--- src/rtl/mux_arb_pkg.sv ---
// Shared definitions for the wormhole output arbiter: flit types, sel width, FSM states.
package mux_arb_pkg;

  localparam int TYPEW   = 2;
  localparam int PORT_P1 = 5;

  typedef enum logic [TYPEW-1:0] {
    TYPE_HEAD = 2'd0,
    TYPE_DATA = 2'd1,
    TYPE_TAIL = 2'd2,
    TYPE_NONE = 2'd3
  } flit_type_e;

  typedef enum logic [1:0] {
    ST_IDLE   = 2'd0,
    ST_LOCK_0 = 2'd1,
    ST_LOCK_1 = 2'd2
  } state_e;

endpackage

--- src/rtl/mux_arb_rr_pick2.sv ---
// Two-way round-robin pick: rr names the port that wins a tie.
module rr_pick2 (
  input  logic       req0,
  input  logic       req1,
  input  logic       rr,
  output logic [1:0] win
);

  // A lone requester always wins; on a tie the rr port wins.
  always_comb begin
    win    = 2'b00;
    win[0] = req0 && (!req1 || !rr);
    win[1] = req1 && (!req0 || rr);
  end

endmodule

--- src/rtl/mux_arb.sv ---
// Two-port wormhole arbiter: a HEAD locks the output to its port until the TAIL passes.
module mux_arb
  import mux_arb_pkg::*;
#(
  parameter int NPORT = 2,
  parameter int SELW  = PORT_P1
) (
  input  logic             clk,
  input  logic             rst_,
  input  logic             ivalid_0,
  input  logic             ivalid_1,
  input  logic [TYPEW-1:0] itype_0,
  input  logic [TYPEW-1:0] itype_1,
  input  logic             ostall,
  output logic [SELW-1:0]  sel,
  output logic             grant_0,
  output logic             grant_1,
  output logic             busy,
  output logic [15:0]      flit_cnt
);

  logic [NPORT-1:0] req;
  logic [1:0]       win;
  state_e           state_q, state_d;
  logic             rr_q, rr_d;
  logic [SELW-1:0]  sel_q, sel_d;
  logic [15:0]      cnt_q, cnt_d;

  // Only a head flit may open a packet; anything else arriving in IDLE is ignored.
  always_comb begin
    req    = '0;
    req[0] = ivalid_0 && (itype_0 == TYPE_HEAD);
    req[1] = ivalid_1 && (itype_1 == TYPE_HEAD);
  end

  rr_pick2 u_pick (
    .req0 (req[0]),
    .req1 (req[1]),
    .rr   (rr_q),
    .win  (win)
  );

  // Next state, grants and flit counter; grants come straight from the lock state.
  always_comb begin
    state_d = state_q;
    rr_d    = rr_q;
    cnt_d   = cnt_q;
    grant_0 = 1'b0;
    grant_1 = 1'b0;
    case (state_q)
      ST_IDLE: begin
        if (win[0])      state_d = ST_LOCK_0;
        else if (win[1]) state_d = ST_LOCK_1;
      end
      ST_LOCK_0: begin
        grant_0 = ivalid_0 && !ostall;
        if (grant_0 && (itype_0 == TYPE_TAIL)) begin
          state_d = ST_IDLE;
          rr_d    = 1'b1;
        end
      end
      ST_LOCK_1: begin
        grant_1 = ivalid_1 && !ostall;
        if (grant_1 && (itype_1 == TYPE_TAIL)) begin
          state_d = ST_IDLE;
          rr_d    = 1'b0;
        end
      end
      default: state_d = ST_IDLE;
    endcase
    if (grant_0 || grant_1) cnt_d = cnt_q + 16'd1;
  end

  // sel is registered alongside the state so it decodes the same lock owner.
  always_comb begin
    sel_d = '0;
    case (state_d)
      ST_LOCK_0: sel_d = SELW'(1);
      ST_LOCK_1: sel_d = SELW'(2);
      default:   sel_d = '0;
    endcase
  end

  // State register; reset drops any packet in flight.
  always_ff @(posedge clk or negedge rst_) begin
    if (!rst_) begin
      state_q <= ST_IDLE;
      rr_q    <= 1'b0;
      sel_q   <= '0;
      cnt_q   <= '0;
    end else begin
      state_q <= state_d;
      rr_q    <= rr_d;
      sel_q   <= sel_d;
      cnt_q   <= cnt_d;
    end
  end

  assign sel      = sel_q;
  assign busy     = (state_q != ST_IDLE);
  assign flit_cnt = cnt_q;

endmodule

--- config.mk ---
export PLATFORM = sky130hd
export DESIGN_NAME = mux_arb
export DESIGN_NICKNAME = d
export VERILOG_FILES = /design/src/rtl/mux_arb_pkg.sv /design/src/rtl/mux_arb_rr_pick2.sv /design/src/rtl/mux_arb.sv
export SDC_FILE = /design/constraint.sdc
export NUM_CORES = 1
export LEC_CHECK = 0
export BUFFER_PORTS_ARGS = -buffer_cell sky130_fd_sc_hd__buf_2
export CORE_ASPECT_RATIO = 0.7
export CORE_MARGIN = 2
export CORE_UTILIZATION = 47
export CTS_CLUSTER_SIZE = 28
export DETAILED_ROUTE_END_ITERATION = 8
export PLACE_DENSITY = 0.74
export SLEW_MARGIN = 30
export SYNTH_ARGS = -nofsm -noshare
export SYNTH_HDL_FRONTEND = slang
export SYNTH_SLANG_ARGS = --single-unit
--- constraint.sdc ---
create_clock -name clk -period 3.8 [get_ports clk]
set_clock_uncertainty 0.05 [all_clocks]
set_input_delay 0 -clock clk [delete_from_list [all_inputs] [get_ports clk]]
set_output_delay 0 -clock clk [all_outputs]
set_load 0.01 [all_outputs]
==> After elaboration in Yosys (flattened, before gate mapping) <==
Index checks and enable logic that the tools add are counted.
{ "word_totals": {"mem_bits_rw": 0, "mem_bits_ro": 0, "latch_bits": 0, "inputBits": 9, "wordCells": 45, "output_inout_bits": 24, "register_bits": 24, "mem_count": 0} }
{ "op_classes": {"n_addsub": 1, "bitwise": 0, "div_mod_pow": 0, "n_reduce_logical": 21, "magnitude_cmp": 0, "n_eq_ne": 8, "muxes": 11, "shifts": 0, "multipliers": 0} }
{ "op_table": {"columns": ["cell", "n"], "rows": [
  ["16-bit by 1-bit adder with 16-bit output (second input constant)", 1],
  ["2-bit equality test (second input constant)", 4],
  ["1-bit logical AND", 8],
  ["2-bit two-way mux", 4],
  ["2-bit logical NOT", 3],
  ["2-bit one-hot mux with 3 select lines", 1],
  ["2-bit by 1-bit equality test with 1-bit output (second input constant)", 2],
  ["1-bit logical NOT", 4],
  ["1-bit two-way mux", 4],
  ["2-bit != test (second input constant)", 2],
  ["2-bit one-hot mux with 2 select lines", 1],
  ["2-bit nonzero test", 2],
  ["1-bit logical OR", 3],
  ["3-bit AND reduction", 1],
  ["1-bit one-hot mux with 2 select lines", 1]
]} }

==> Logic depth before layout (Yosys ltp) <==
Gate-level depths: netlist of run 1.
{ "logic_depth": {"depth_word": 10, "mapped_depth": 4, "ltp_nobuf": 4} }

==> Cells and area by module <==
A second synthesis of run 1 with hierarchy kept.
{ "hier_totals": {"hier_cells": 95, "hier_area_um2": 1063.5} }
{ "by_module_without_submodules": {"columns": ["module", "cells_per_inst", "seq_area_each_um2", "n_inst", "area_per_inst_um2"], "rows": [
  ["mux_arb", 92, 525.5, 1, 1044.8],
  ["rr_pick2", 3, 0.0, 1, 18.8]
]} }

==> Least setup slack after synthesis of run 1 <==
No wires, ideal clock.
{ "synth_path": {"kind": "flip-flop to flip-flop", "startpoint": "reg state_q[1]", "endpoint": "reg cnt_q[15] (netlist: flit_cnt[15])", "arrival_time_ps": 1325, "required_ps": 3671, "stages_incl_launch_ff": 5, "setup_ps": 79, "period_less_slack_ps": 1454, "path_buffers": 0, "slack_ps": 2346, "path_cell_list": "dfrtp_1 and4bb_4 o2111ai_4 nor3_2 xor2_1"} }
{ "synth_between": {"elab_chain_len": 3, "word_cells_on_any_way": 5, "classes_between": "2 x eq/ne; 2 x mux; 1 x reduce/logical"} }
{ "synth_lines": {"columns": ["element", "line_no", "rtl"], "rows": [
  ["start: declaration", "mux_arb.sv:24", "state_e state_q, state_d;"],
  ["start signal: assignment", "mux_arb.sv:92", "state_q <= state_d;"],
  ["2-bit by 1-bit equality test with 1-bit output", "mux_arb.sv:50", "case (state_q)"],
  ["1-bit two-way mux", "mux_arb.sv:50", null],
  ["named net grant_0", "mux_arb.sv:16", "output logic grant_0,"],
  ["1-bit logical OR", "mux_arb.sv:71", "if (grant_0 || grant_1) cnt_d = cnt_q + 16'd1;"],
  ["end signal: assignment", "mux_arb.sv:95", "cnt_q <= cnt_d;"],
  ["end: declaration", "mux_arb.sv:27", "logic [15:0] cnt_q, cnt_d;"]
]} }
The timed path passes the listed nets, and every way through them passes these cells.
A chain may end at the register's enable or synchronous reset.

==> Worst setup path in the final report of run 1 <==
{ "layout_path": {"startpoint": "reg cnt_q[2] (netlist: flit_cnt[2])", "endpoint": "reg cnt_q[14] (netlist: flit_cnt[14])"} }
{ "layout_between": {"elab_chain_len": 1} }
{ "layout_lines": {"columns": ["element", "line_no"], "rows": [
  ["16-bit by 1-bit adder with 16-bit output", "mux_arb.sv:71"]
]} }
Every way passes these cells.

==> reports/metrics.yaml, run 1 <==
min_path:
  holdCritPathClass: "in2reg"
routing:
  initialDrtViolationCount: 28
  wl_um: 2020
  drc: 0
  drtAntennaViolNets: 0
  firstDrtPassIters: 4
  avgViaCountPerCell: 5.10
  vias: 811
  wl_per_cell_um: 12.7
floorplanning:
  dieWidth_um: 60.4
  core_um2: 2140
  io_pins: 33
  fp.dieArea_um2: 2630
  std_cell_rows: 14
  start_util_pct: 49.0
  fp.dieH_um: 43.5
placed_design:
  gp_congestion: 0.808
  hpwl_um: 1550
  placed_cell_area_um2: 1220
  port_buffers: 29
  dp_cells: 152
timing:
  period_share_pct: 40.7
  finalHoldViolCount: 0
  slew_viol_final: 0
  finalSetupViolations: 0
  rsz0062_at_grt: "false"
  fin_tns_setup_ps: 0
  min_period_ps: 1550
  max_freq_mhz: 647
finish:
  stdcell_count: 159
  multi_input_area_um2: 503
  antenna_cells: 0
  layout.cell_area.non_filler_um2: 1270
  final_util_pct: 59.6
  regArea_um2: 526
  nFillCells: 195
  syn2layout_area_growth_pct: 21.6
  drive_gt1_share_pct: 32.3
  layout.nets: 138
yosys:
  synthesis.area_um2: 1050
  synth_simple_gate_area_share_pct: 23.9
  synth_most_common_cell: "dfrtp_1"
  yosysUniqueCellTypes: 27
  avgSynthCellArea_um2: 11.4
  synthArstFlopShare_pct: 100
  synth_commonest_cells: "dfrtp_1, xor2_1, nor2_1"
  synth_edf_count: 0
  synth_top_family_by_area: "simple AND/OR/NAND/NOR gates"
  synthXorXnorAreaFrac_pct: 12.5
  synth_compound_area_share_pct: 8.24
  yosys_warnings: 0
  synth_adder_area_share_pct: 1.19
  muxShareOfSynthArea_pct: 1.08
  synth_top_area_share_pct: 50.2
  yosys-top-cells-area: "dfrtp_1, xor2_1, nor2_1"
  ys_ff_latch: 21
  synth-main-ff-cell: "dfrtp_1"
  synth_cells: 92
  synth_top_cell_by_area: "dfrtp_1"
  seq_area_frac_synth_pct: 50.2
cts:
  ctsRootBufferMaster: "clkbuf_4"
  cts_hold_buffers: 3
  post-cts-setup-buffers: 0
  cts_tree: "done"
  cts_resized: 0
  cts_max_level: 1
  clkTransAtPathRegs_ps: 110
  cts_sinks: 21
  clock_latency_ps: 300
  clockBufferDepth: 2
  cts_buffers: 3
outcome:
  status: "completed"
worst_setup_path:
  arrival_ps: 1730
  cp-end-kind: "flop"
  cp.required_ps: 3980
  cp_max_fo: 5
  criticalPathCategory: "reg2reg"
  startpoint_type: "flop"
pwr:
  p_leak_nw: 0.674
  internal_power_w: 0.000391
  switching_share_pct: 35.6
  power_w: 0.000606
  p_comb_share_pct: 28.6
  clkPwrFrac_pct: 17.2
  switchingPower_w: 0.000216
  seqPwrFrac_pct: 54.2
  ir_worst_vdd_uv: 214
  pwr_density_cell_nw_per_um2: 476
grt:
  overflow: 0
  antenna_found_initial: 0
  grt_use_total_pct: 17.7
  grt_pass1_vias: 751
  grt_max_degree: 22
  grt_pass1_wl_um: 3420
run:
  cap_viol_max_count: 0
cell families (layout without fill, tap and decap cells):
logic type               count (synthesis)  count (layout)
XOR/XNOR                                15              15
other                                    1               3
multiplexers                             1               1
flip-flops                              21              21
AND/OR/NAND/NOR                         39              39
buffers and inverters                    4              37
AO/OA/AOI/OAI                           10              10
adder cells (fa/ha/maj)                  1               1
registers in the layout, indices dropped and copies added (netlist names):
signal,flops
state_q,2
flit_cnt,16
sel,2
rr_q,1
power groups by stage:
stage	Clock [W]	Combinational [W]	Sequential, W
5_1_grt	0.000121	0.000190	0.000338
4_1_cts	0.000108	0.000176	0.000329
3_5_place_dp	0	0.000173	0.000333
6_report	0.000104	0.000173	0.000329
3_3_place_gp	0	0.000170	0.000325
2_1_floorplan	0	0.0000943	0.000334
stage by stage:
stage / setup slack, ps / hold slack [ps]
2_1_floorplan: 2350 / -346
3_3_place_gp: 2300 / -78.6
3_5_place_dp: 2290 / -69.9
4_1_cts: 2250 / 8.21
5_1_grt: 2150 / 13.0
6_report: 2250 / 21.5
layout make-up:
class	instances	share of cell area (%)
sequential	21	41.3
multi-input combinational	69	39.5
timing repair buffer	32	13.8
tap	32	3.14
clock buffer	4	2.06
inverter	1	0.295
final timing paths:
path	to	cells after the start	startpoint	slack [ps]
min	sel[1]	3	ivalid_1	20
max in group asynchronous	state_q[0]	2	rst_	3280
min in group asynchronous	state_q[1]	2	rst_	110
max	flit_cnt[14]	4	flit_cnt[2]	2250
min reg2reg	flit_cnt[15]	1	flit_cnt[15]	420
max reg2reg	flit_cnt[14]	4	flit_cnt[2]	2250
worst max-delay path, stage by stage, from the launching register on:
cell and delay [ps]:
dfrtp_1 440, and3_1 330, nand2_1 200, nor4_4 290, xor2_1 170
per-layer routing:
layer | track usage, % | part of all wire (%)
met5 | 0 | 0
met1 | 24.5 | 47
met2 | 27.4 | 46
met3 | 5.37 | 6.0
met4 | 4.35 | 0.49
layout by cell type, fill, tap and decap left out, drive strengths merged:
cell and instances:
or3b 1, nor3 4, xnor2 4, nor4 1, nor2 11, nand3 3
and4bb 2, a311oi 1, buf 29, dfrtp 21, conb 3, or2 1
inv 1, ha 1, nand2 9, mux2 1, o2111ai 3, xor2 11
clkbuf 4, nand4 2, o21ai 3, and3 3, dlygate4sd3 3, a21oi 3
nand4bb 2
Note: power is estimated with default switching activity, not from simulation.
==> run 2: changes to the inputs <==
clock period = 1.55 ns   (was 3.8 ns; I/O delays follow)
==> reports/metrics.yaml, run 2 (synthesized netlist as in run 1, its figures left out) <==
grt:
  grt_use_total_pct: 17.9
  antenna_found_initial: 0
  grt_max_degree: 22
  grt_pass1_wl_um: 3560
  grt_pass1_vias: 799
  overflow: 0
pwr:
  p_leak_nw: 0.715
  ir_worst_vdd_uv: 629
  power_w: 0.00157
  pwr_density_cell_nw_per_um2: 1170
finish:
  antenna_cells: 0
  drive_gt1_share_pct: 37.8
  layout.nets: 146
  nFillCells: 188
  layout_common_cells: "buf_2, dfrtp_1, xor2_1, nor2_1, nand2_1"
  largest_reg_flops: 16
  layout.cell_area.non_filler_um2: 1340
  final_common_cell: "buf_2"
  syn2layout_area_growth_pct: 28.1
cts:
  ctsRootBufferMaster: "clkbuf_4"
  clkTransAtPathRegs_ps: 110
  clock_latency_ps: 290
  cts_max_level: 1
  cts_sinks: 21
  cts_tree: "done"
  clockBufferDepth: 2
  cts_buffers: 3
timing:
  slew_viol_final: 0
  finalSetupViolations: 0
  max_freq_mhz: 668
  setup_slack_ps: 51.9
  fin_tns_setup_ps: 0
  hold_ws_ps: 23.4
  period_share_pct: 96.6
  min_period_ps: 1500
  finalHoldViolCount: 0
routing:
  firstDrtPassIters: 4
  drc: 0
  initialDrtViolationCount: 29
  drtAntennaViolNets: 0
  wl_um: 2160
  wl_per_cell_um: 12.9
  vias: 816
  avgViaCountPerCell: 4.89
worst_setup_path:
  path_cells: "and4bb_4 > nor2_4 > nor4_4 > xor2_1"
  max_stage_delay_ps: 440
  startpoint_type: "flop"
  arrival_ps: 1680
  criticalPathCategory: "reg2reg"
  reg2reg_slack_ps: 50
  cp-end-kind: "flop"
  slowest_stage: "dfrtp_1"
  cp_max_fo: 5
  cp.required_ps: 1730
floorplanning:
  dieWidth_um: 60.4
  std_cell_rows: 14
  core_um2: 2140
  fp.dieH_um: 43.5
  io_pins: 33
  start_util_pct: 49.0
  fp.dieArea_um2: 2630
placed_design:
  placed_cell_area_um2: 1260
  hpwl_um: 1580
  dpl_worst_slack_ps: 45.8
  gp_congestion: 0.792
  port_buffers: 29
min_path:
  holdCritPathClass: "in2reg"
run:
  cap_viol_max_count: 0
outcome:
  status: "completed"
==> run 2: cell count changes in the layout (fill, tap and decap cells not counted) <==
cell and delta:
nor3_1 -1, nor2_2 +1, nor3_2 +1, buf_4 +8, nor2_1 -1
==> run 2: path summary, 6_finish.rpt <==
kind                                    from      endpoint  depth (start not counted)
worst max-delay path              state_q[1]  flit_cnt[14]                          4
worst min-delay path                ivalid_1    state_q[1]                          3
worst max register to register    state_q[1]  flit_cnt[14]                          4
worst min register to register  flit_cnt[15]  flit_cnt[15]                          1
max in group asynchronous               rst_   flit_cnt[0]                          2
min in group asynchronous               rst_   flit_cnt[9]                          2
==> run 2: routing by layer <==
layer	vias up	global-route usage, %	wire [µm]
li1	402	-	-
met1	387	25.1	1060
met2	27	28.9	981
met3	0	5.37	116
met4	0	1.30	0
met5	-	0	0
==> run 2: metrics by stage <==
stage               utilization, %  std cells
floorplan                        -         94
global placement              59.1        158
detailed placement            59.1        158
CTS                           61.7        165
global route                  62.8        167
finish                        62.8        167
==> run 2: cell type report <==
cell class	count	area [µm²]	area share [%]
multi-input combinational	69	510	38.1
clock buffer	4	26.3	1.96
tap	32	40.0	2.99
timing repair buffer	40	235	17.5
inverter	1	3.75	0.280
sequential	21	526	39.2
==> run 2: repair_timing <==
action	CTS	global route
hold buffers	3	0
setup buffers	0	2
resized for setup	0	2
endpoints found under the setup margin	0	4
hold endpoints to repair	23	0
==> run 2: worst max-delay path, delay by kind of cell (launching register included) <==
kind / cells / cell delay, ps
simple gates: 3 / 780
flops: 1 / 440
xor+xnor: 1 / 150
==> run 2: where the power goes <==
part           switching [W]  total (W)  internal, W  leakage (nW)
Combinational       0.000287   0.000560     0.000273         0.421
Sequential          0.000102   0.000759     0.000657         0.279
Clock               0.000155   0.000255     0.000100        0.0150
Total               0.000544    0.00157      0.00103         0.715
==> run 3: changes to the inputs <==
CAP_MARGIN = 20   (was default)
CORE_UTILIZATION = 49   (was 47)
PLACE_DENSITY = 0.77   (was 0.74)
==> reports/metrics.yaml, run 3 (synthesized netlist as in run 1, its figures left out) <==
pwr:
  pwr_density_cell_nw_per_um2: 1180
  seqPwrFrac_pct: 49.6
  clkPwrFrac_pct: 16.4
  ir_worst_vdd_uv: 999
  switchingPower_w: 0.000547
  switching_share_pct: 35.2
  p_comb_share_pct: 34.0
  p_leak_nw: 0.698
  internal_power_w: 0.00101
min_path:
  min_from: "itype_1[1]"
  min_to: "rr_q"
  holdCritPathClass: "in2reg"
  hold_depth: 4
run:
  cap_viol_max_count: 0
grt:
  overflow: 0
  grt_pass1_vias: 846
  grt_max_degree: 22
  grt_use_total_pct: 20.9
  grt_pass1_wl_um: 3910
  antenna_found_initial: 0
cts:
  ctsRootBufferMaster: "clkbuf_4"
  cts_tree: "done"
  clockBufferDepth: 2
  cts_sinks: 21
  clkTransAtPathRegs_ps: 110
  cts_max_level: 1
  clock_latency_ps: 300
  cts_buffers: 3
worst_setup_path:
  startpoint_type: "flop"
  cp-end-kind: "flop"
  rr_worst_depth: 4
  max_stage_delay_ps: 430
  worst-path-buf-inv: 0
  slowest_stage: "dfrtp_1"
  cp_top_family: "simple AND/OR/NAND/NOR gates"
  r2r_start: "state_q[0]"
  reg2reg_slack_ps: 60
  cp.required_ps: 1730
  r2r_end: "flit_cnt[14]"
  arrival_ps: 1670
  cp_max_fo: 5
  criticalPathCategory: "reg2reg"
  path_cells: "and4bb_4 > nor2_4 > nor4_4 > xor2_1"
timing:
  finalHoldViolCount: 0
  finalSetupViolations: 0
  max_freq_mhz: 671
  setup_slack_ps: 58.9
  min_period_ps: 1490
  slew_viol_final: 0
  period_share_pct: 96.2
  rsz0062_at_grt: "true"
routing:
  avgViaCountPerCell: 5.47
  wl_um: 2290
  vias: 842
  initialDrtViolationCount: 19
  drtAntennaViolNets: 0
  firstDrtPassIters: 4
  drc: 0
  wl_per_cell_um: 14.9
finish:
  nFillCells: 155
  syn2layout_area_growth_pct: 25.3
  final_util_pct: 67.8
  final_common_cell: "buf_2"
  antenna_cells: 0
  largest_reg_flops: 16
  drive_gt1_share_pct: 37.1
  layout_common_cells: "buf_2, dfrtp_1, xor2_1, nor2_1, nand2_1"
  layout.nets: 143
  stdcell_count: 154
floorplanning:
  std_cell_rows: 13
  fp.dieH_um: 42.7
  fp.dieArea_um2: 2530
  core_um2: 1940
  io_pins: 33
  dieWidth_um: 59.3
  start_util_pct: 54.1
placed_design:
  hpwl_um: 1750
  dp_cells: 146
  dpl_worst_slack_ps: 33.3
  port_buffers: 29
  gp_congestion: 0.835
outcome:
  status: "completed"
## run 3: cell types whose count changed in the layout (fill, tap and decap cells not counted), sizes merged
cell / delta
buf: -4
dlygate4sd3: +1
## run 3: worst min-delay path: cells and delay by family
| family | cells | cell delay (ps) |
|---|---|---|
| buffers and inverters | 1 | 110 |
| AND/OR/NAND/NOR | 2 | 170 |
| AO/OA/AOI/OAI | 1 | 90 |
## run 3: per-stage QoR
step | power [W] | hold slack, ps | area, µm² | setup TNS [ps]
floorplan | 0.00105 | -346 | 1050 | 0
global placement | 0.00127 | -80.8 | 1230 | 0
finish | 0.00155 | 52.1 | 1310 | 0
detailed placement | 0.00129 | -75.2 | 1230 | 0
global route | 0.00167 | 62.8 | 1310 | -6.50
CTS | 0.00157 | 21.8 | 1300 | 0
## run 3: power groups by stage
stage	logic [W]	clock network (W)	registers, W
floorplan	0.000231	0	0.000819
global placement	0.000501	0	0.000769
detailed placement	0.000514	0	0.000778
CTS	0.000526	0.000275	0.000767
global route	0.000586	0.000289	0.000790
finish	0.000529	0.000254	0.000770
## run 3: how the worst max path moves through the flow
stage	from	to	depth (start not counted)
final	state_q[0]	flit_cnt[14]	4
after global routing	state_q[0]	flit_cnt[14]	4
after CTS	state_q[0]	flit_cnt[12]	4
after detailed placement	state_q[0]	flit_cnt[12]	4
after global placement	state_q[1]	flit_cnt[15]	4
after floorplan	state_q[1]	flit_cnt[15]	4
## run 3: what timing repair did
| action | in CTS | in global routing |
|---|---|---|
| hold endpoints to repair | 23 | 0 |
| endpoints found under the setup margin | 0 | 5 |
| resized for setup | 0 | 4 |
| hold buffers | 4 | 0 |
| setup buffers | 0 | 0 |
## run 3: area by class of cell
cell class / count / area (µm²) / area share (%)
flip-flops and latches: 21 / 527 / 40.1
clock buffers: 4 / 26.3 / 2.00
well taps: 22 / 27.5 / 2.10
multi-input cells: 69 / 513 / 39.1
repair buffers: 37 / 215 / 16.4
inverters: 1 / 3.75 / 0.286
## run 3: per-layer routing
metal  GRT usage, %  part of all wire, %  up-vias
met2           33.0                   49       35
met3           6.10                  5.4        7
li1               -                    -      399
met4           9.55                  2.1        0
met1           26.2                   44      401
met5              0                    0        -
